$ cat config.mk
export PLATFORM = sky130hd
export DESIGN_NAME = async_fifo_rx_out_stage_flat
export DESIGN_NICKNAME = d
export VERILOG_FILES = /design/src/rtl/async_fifo_rx_out_stage_if.sv /design/src/rtl/async_fifo_rx_out_stage.sv /design/src/flat_wrapper.sv
export SDC_FILE = /design/constraint.sdc
export NUM_CORES = 1
export LEC_CHECK = 0
export CORE_MARGIN = 2
export CORE_UTILIZATION = 49
export CTS_BUF_LIST = sky130_fd_sc_hd__clkbuf_16
export CTS_CLUSTER_DIAMETER = 100
export DETAILED_ROUTE_END_ITERATION = 10
export GPL_ROUTABILITY_DRIVEN = 0
export PLACE_DENSITY = 0.88
export SYNTH_ARGS = -nofsm -noshare
export SYNTH_HDL_FRONTEND = slang
export SYNTH_SLANG_ARGS = --single-unit
$ cat constraint.sdc
create_clock -name clk_rx -period 1.9 [get_ports clk_rx]
set_clock_uncertainty 0.2 [all_clocks]
set_input_delay 0.285 -clock clk_rx [delete_from_list [all_inputs] [get_ports clk_rx]]
set_output_delay 0.285 -clock clk_rx [all_outputs]
set_load 0.02 [all_outputs]
$ cat src/rtl/async_fifo_rx_out_stage_if.sv
// Bundle between the read-side output stage, the read pointer handler and the consumer.
// The master modport is the output stage itself.
interface async_fifo_rx_out_stage_if #(
  parameter int DATA_WIDTH = 32,
  parameter int CNT_WIDTH  = 16
);

  logic                  fifo_empty;
  logic [DATA_WIDTH-1:0] fifo_rdata;
  logic                  fifo_pop;
  logic                  out_valid;
  logic [DATA_WIDTH-1:0] out_data;
  logic                  out_ready;
  logic [1:0]            occupancy;
  logic [CNT_WIDTH-1:0]  words_delivered;

  modport master (
    input  fifo_empty, fifo_rdata, out_ready,
    output fifo_pop, out_valid, out_data, occupancy, words_delivered
  );

  modport slave (
    output fifo_empty, fifo_rdata, out_ready,
    input  fifo_pop, out_valid, out_data, occupancy, words_delivered
  );

endinterface

$ cat src/rtl/async_fifo_rx_out_stage.sv
// Read-side output stage of the async FIFO: pops words into a 2-entry skid buffer
// (head, then skid) and presents them on a registered valid/ready port.
module async_fifo_rx_out_stage #(
  parameter int DATA_WIDTH = 32,
  parameter int CNT_WIDTH  = 16
) (
  input  logic                          clk_rx,
  input  logic                          nrst_rx,
  async_fifo_rx_out_stage_if.master     bus
);

  logic [DATA_WIDTH-1:0] head_q;
  logic [DATA_WIDTH-1:0] skid_q;
  logic [1:0]            occ_q;
  logic                  valid_q;
  logic [CNT_WIDTH-1:0]  delivered_q;
  logic                  pop;
  logic                  hs;

  // Pop depends only on local occupancy, so consumer ready never reaches the pointer logic.
  assign pop = nrst_rx & ~bus.fifo_empty & (occ_q != 2'd2);
  assign hs  = valid_q & bus.out_ready;

  always_ff @(posedge clk_rx) begin
    if (!nrst_rx) begin
      head_q      <= '0;
      skid_q      <= '0;
      occ_q       <= 2'd0;
      valid_q     <= 1'b0;
      delivered_q <= '0;
    end else begin
      if (hs) begin
        delivered_q <= delivered_q + CNT_WIDTH'(1);
      end
      case (occ_q)
        2'd0: begin
          if (pop) begin
            head_q  <= bus.fifo_rdata;
            occ_q   <= 2'd1;
            valid_q <= 1'b1;
          end
        end
        2'd1: begin
          if (pop && hs) begin
            head_q <= bus.fifo_rdata;
          end else if (pop) begin
            skid_q <= bus.fifo_rdata;
            occ_q  <= 2'd2;
          end else if (hs) begin
            occ_q   <= 2'd0;
            valid_q <= 1'b0;
          end
        end
        2'd2: begin
          if (hs) begin
            head_q <= skid_q;
            occ_q  <= 2'd1;
          end
        end
        default: begin
          occ_q   <= 2'd0;
          valid_q <= 1'b0;
        end
      endcase
    end
  end

  assign bus.fifo_pop        = pop;
  assign bus.out_valid       = valid_q;
  assign bus.out_data        = head_q;
  assign bus.occupancy       = occ_q;
  assign bus.words_delivered = delivered_q;

endmodule

$ cat src/flat_wrapper.sv
// flat-port wrapper written by rule: the top's interface ports become plain ports
module async_fifo_rx_out_stage_flat 
#(
  parameter int DATA_WIDTH = 32,
  parameter int CNT_WIDTH  = 16
)
  (clk_rx, nrst_rx, bus_fifo_empty, bus_fifo_rdata, bus_out_ready, bus_fifo_pop, bus_out_valid, bus_out_data, bus_occupancy, bus_words_delivered);
  async_fifo_rx_out_stage_if #(.DATA_WIDTH(DATA_WIDTH), .CNT_WIDTH(CNT_WIDTH)) bus_i ();
  input  logic clk_rx;
  input  logic nrst_rx;
  input wire logic [$bits(bus_i.fifo_empty)-1:0] bus_fifo_empty;
  input wire logic [$bits(bus_i.fifo_rdata)-1:0] bus_fifo_rdata;
  input wire logic [$bits(bus_i.out_ready)-1:0] bus_out_ready;
  output wire logic [$bits(bus_i.fifo_pop)-1:0] bus_fifo_pop;
  output wire logic [$bits(bus_i.out_valid)-1:0] bus_out_valid;
  output wire logic [$bits(bus_i.out_data)-1:0] bus_out_data;
  output wire logic [$bits(bus_i.occupancy)-1:0] bus_occupancy;
  output wire logic [$bits(bus_i.words_delivered)-1:0] bus_words_delivered;
  assign bus_i.fifo_empty = bus_fifo_empty;
  assign bus_i.fifo_rdata = bus_fifo_rdata;
  assign bus_i.out_ready = bus_out_ready;
  assign bus_fifo_pop = bus_i.fifo_pop;
  assign bus_out_valid = bus_i.out_valid;
  assign bus_out_data = bus_i.out_data;
  assign bus_occupancy = bus_i.occupancy;
  assign bus_words_delivered = bus_i.words_delivered;
  async_fifo_rx_out_stage #(.DATA_WIDTH(DATA_WIDTH), .CNT_WIDTH(CNT_WIDTH)) u_core (.clk_rx(clk_rx), .nrst_rx(nrst_rx), .bus(bus_i));
endmodule
==> run_results.csv <==
group,metric,value,unit
critical_path,path_buf_inv,1,
grt,grt_overflow_total,0,
cells_and_area,finalInstanceArea,4930,sq um
power,clkPwrFrac,39.0,%
grt,antenna_found_initial,0,
die,core_area,6910,sq um
timing,fin_crit,1.85,ns
clocking,htreeDepth,3,
clocking,cts_root_buf,"clkbuf_16",
cells_and_area,syn2layout_area_growth,39.0,%
yosys,ys_ff_latch,83,
die,die_w,89.0,microns
die,die_h,89.0,microns
drt,dr.pass1.iters,6,
power,max-vdd-ir-drop,0.583,mV
drt,drtIter0Drc,110,
die,fp-row-count,30,
drt,wl_met2,4160,microns
drt,vias_per_cell,5.25,
power,seqPwrFrac,43.9,%
critical_path,worstPathRequired,1.41,ns
yosys,synth_edf_count,0,
timing,fin_crit_sh,97.6,%
drt,ant_nets,0,
clocking,clk_latency,0.33,ns
power,power.leakage,1.97,nW
drt,routed_wl,8350,microns
yosys,syn-num-nets,423,
critical_path,critical_path_class,"reg2out",
yosys,synth_top_area_share,46.9,%
drt,drcViolationCount,0,
critical_path,path_cells,"clkdlybuf4s50_1",
yosys,ys.flop_type,"dfxtp_1",
cells_and_area,fin_nets,515,
clocking,cts_max_path_buffers,2,
clocking,clock_sinks,83,
cells_and_area,most-common-layout-cells,"dfxtp_1 (83), clkdlybuf4s50_1 (80), nand2_1 (72)",
drt,highest_layer,"met4",
run_status,run_status,"finished clean",
power,swShare,25.7,%
yosys,netlist_area,3540,sq um
die,initial_core_util,51.3,%
timing,slew_violations,0,
grt,grtUsageTotal,21.6,%
yosys,synth_cells,386,
cells_and_area,layout_commonest_cell,"dfxtp_1",
drt,vias,3037,
yosys,async_reset_ff_share,0,%
cells_and_area,drive_above_1_share,15.1,%
yosys,synth_largest_area_cell,"dfxtp_1",
die,die-area,7930,sq um
power,switchingPower,0.00110,W
critical_path,critPathCaptureType,"primary output",
timing,final-setup-viol-count,0,
timing,worst_pin_slew,0.996,ns
place,io_buffers,87,
timing,hold_violations,0,
critical_path,r2r_setup_slack,0.12,ns
yosys,yosys_warnings,0,
hold_path,hold_path_class,"reg2reg",
yosys,ys_types,32,
critical_path,cp_top_family,"buffers and inverters",
drt,wirelength_met1,3720,microns
cells_and_area,diodes,0,
timing,rsz0062_at_grt,"false",
power,p_int,0.00319,W
critical_path,crit_slowest_cell,"clkdlybuf4s50_1",
power,combPwrFrac,17.1,%
place,dp_hpwl,5540,microns
timing,max-slew-margin-rel,33.6,%
job,drv_cap,0,
clocking,clk_pin_slew,0.06,ns
drt,wl_met3,381,microns
place,place_area,4590,sq um
critical_path,arrival,1.37,ns
critical_path,cp_max_fo,5,
clocking,cts_buffers,9,
clocking,cts_tree,"yes",
critical_path,start_kind,"register",
die,ios,88,
yosys,syn_avg_cell_area,9.18,sq um
yosys,synthTopCellsByArea,"dfxtp_1 (47%), a211oi_2 (9.9%), mux2i_1 (9.3%)",
yosys,synth-seq-area-share,46.9,%
grt,grt_max_degree,84,
drt,post_drt_wl_per_cell,14.5,microns
power,p_total,0.00429,W
grt,first_global_vias,2993,
timing,fmax,539,MHz
power,p_per_area,871,nW/um^2
grt,grt_pass1_wl,13500,microns
critical_path,slowest_delay,0.63,ns
routing by layer:
layer  global-route usage, %  vias to the layer above
li1                        -                     1514
met1                    26.6                     1442
met2                    38.0                       72
met3                    4.34                        9
met4                    7.19                        0
met5                       0                        -
final timing paths:
| path | cells past startpoint | startpoint | end |
|---|---|---|---|
| max | 1 | u_core.bus.words_delivered[5]$_SDFFE_PN0P_ | bus_words_delivered[5] |
| min | 2 | u_core.skid_q[23]$_SDFFE_PN0P_ | u_core.skid_q[23]$_SDFFE_PN0P_ |
| max reg2reg | 5 | u_core.bus.occupancy[1]$_SDFFE_PN0P_ | u_core.bus.out_data[10]$_SDFFE_PN0P_ |
| min reg2reg | 2 | u_core.skid_q[23]$_SDFFE_PN0P_ | u_core.skid_q[23]$_SDFFE_PN0P_ |
synthesized netlist by cell type, drive strengths merged (2+ instances only):
| library cell | count |
|---|---|
| nor2 | 45 |
| xnor2 | 2 |
| and4 | 3 |
| a211oi | 32 |
| buf | 17 |
| xor2 | 9 |
| inv | 2 |
| dfxtp | 83 |
| and2 | 4 |
| clkbuf | 13 |
| nand3 | 6 |
| or3 | 4 |
| nand4 | 6 |
| a21oi | 39 |
| o21ai | 4 |
| nand2 | 72 |
| nor3b | 2 |
| mux2i | 33 |
logic make-up (layout without fill, tap and decap cells):
group	Yosys count	count (layout)	synth area share, %
AOI/OAI and AO/OA	80	80	18.4
and+or+nand+nor	146	146	17.7
xor gates and xnor gates	11	11	2.72
adders and majority gates	1	1	0.353
buffers and inverters	32	128	4.66
muxes	33	33	9.32
DFF	83	83	46.9
area by class of cell:
cell class,count,area [sq um]
timing repair buffer,111,1120
clock buffer,9,225
inverter,2,8.76
sequential,83,1660
fill,561,1980
tap,96,120
multi-input combinational,271,1730
clock inverter,6,57.6
sequential cells by signal (all words and copies together), names as in the netlist:
| signal | cells |
|---|---|
| u_core.bus.out_data | 32 |
| u_core.bus.words_delivered | 16 |
| u_core.bus.occupancy | 2 |
| u_core.skid_q | 32 |
| u_core.bus.out_valid | 1 |
per-stage QoR:
step                setup TNS [ns]  setup WS (ns)  cells  hold slack [ns]  util (%)
floorplan                        0         0.0315    386            0.221         -
global placement            -16.87         -0.296    560            0.240      66.4
detailed placement          -21.79         -0.380    560            0.246      66.4
CTS                              0         0.0138    577            0.254      71.1
global route                     0        0.00167    578            0.268      71.3
finish                           0         0.0451    578            0.252      71.3
power groups by stage:
| stage | clock, W | combinational [W] | sequential [W] |
|---|---|---|---|
| 2_1_floorplan | 0 | 0.000328 | 0.00200 |
| 3_3_place_gp | 0 | 0.000699 | 0.00192 |
| 3_5_place_dp | 0 | 0.000720 | 0.00192 |
| 4_1_cts | 0.00168 | 0.000740 | 0.00188 |
| 5_1_grt | 0.00175 | 0.000792 | 0.00189 |
| 6_report | 0.00168 | 0.000735 | 0.00188 |
timing repair:
action | in CTS | in global routing
pin swaps | 0 | 1
hold buffers | 0 | 0
resized for setup | 10 | 3
cloned | 1 | 0
endpoints found under the setup margin | 27 | 4
buffers inserted | 1 | 1
Note: power is estimated with default switching activity, not from simulation.
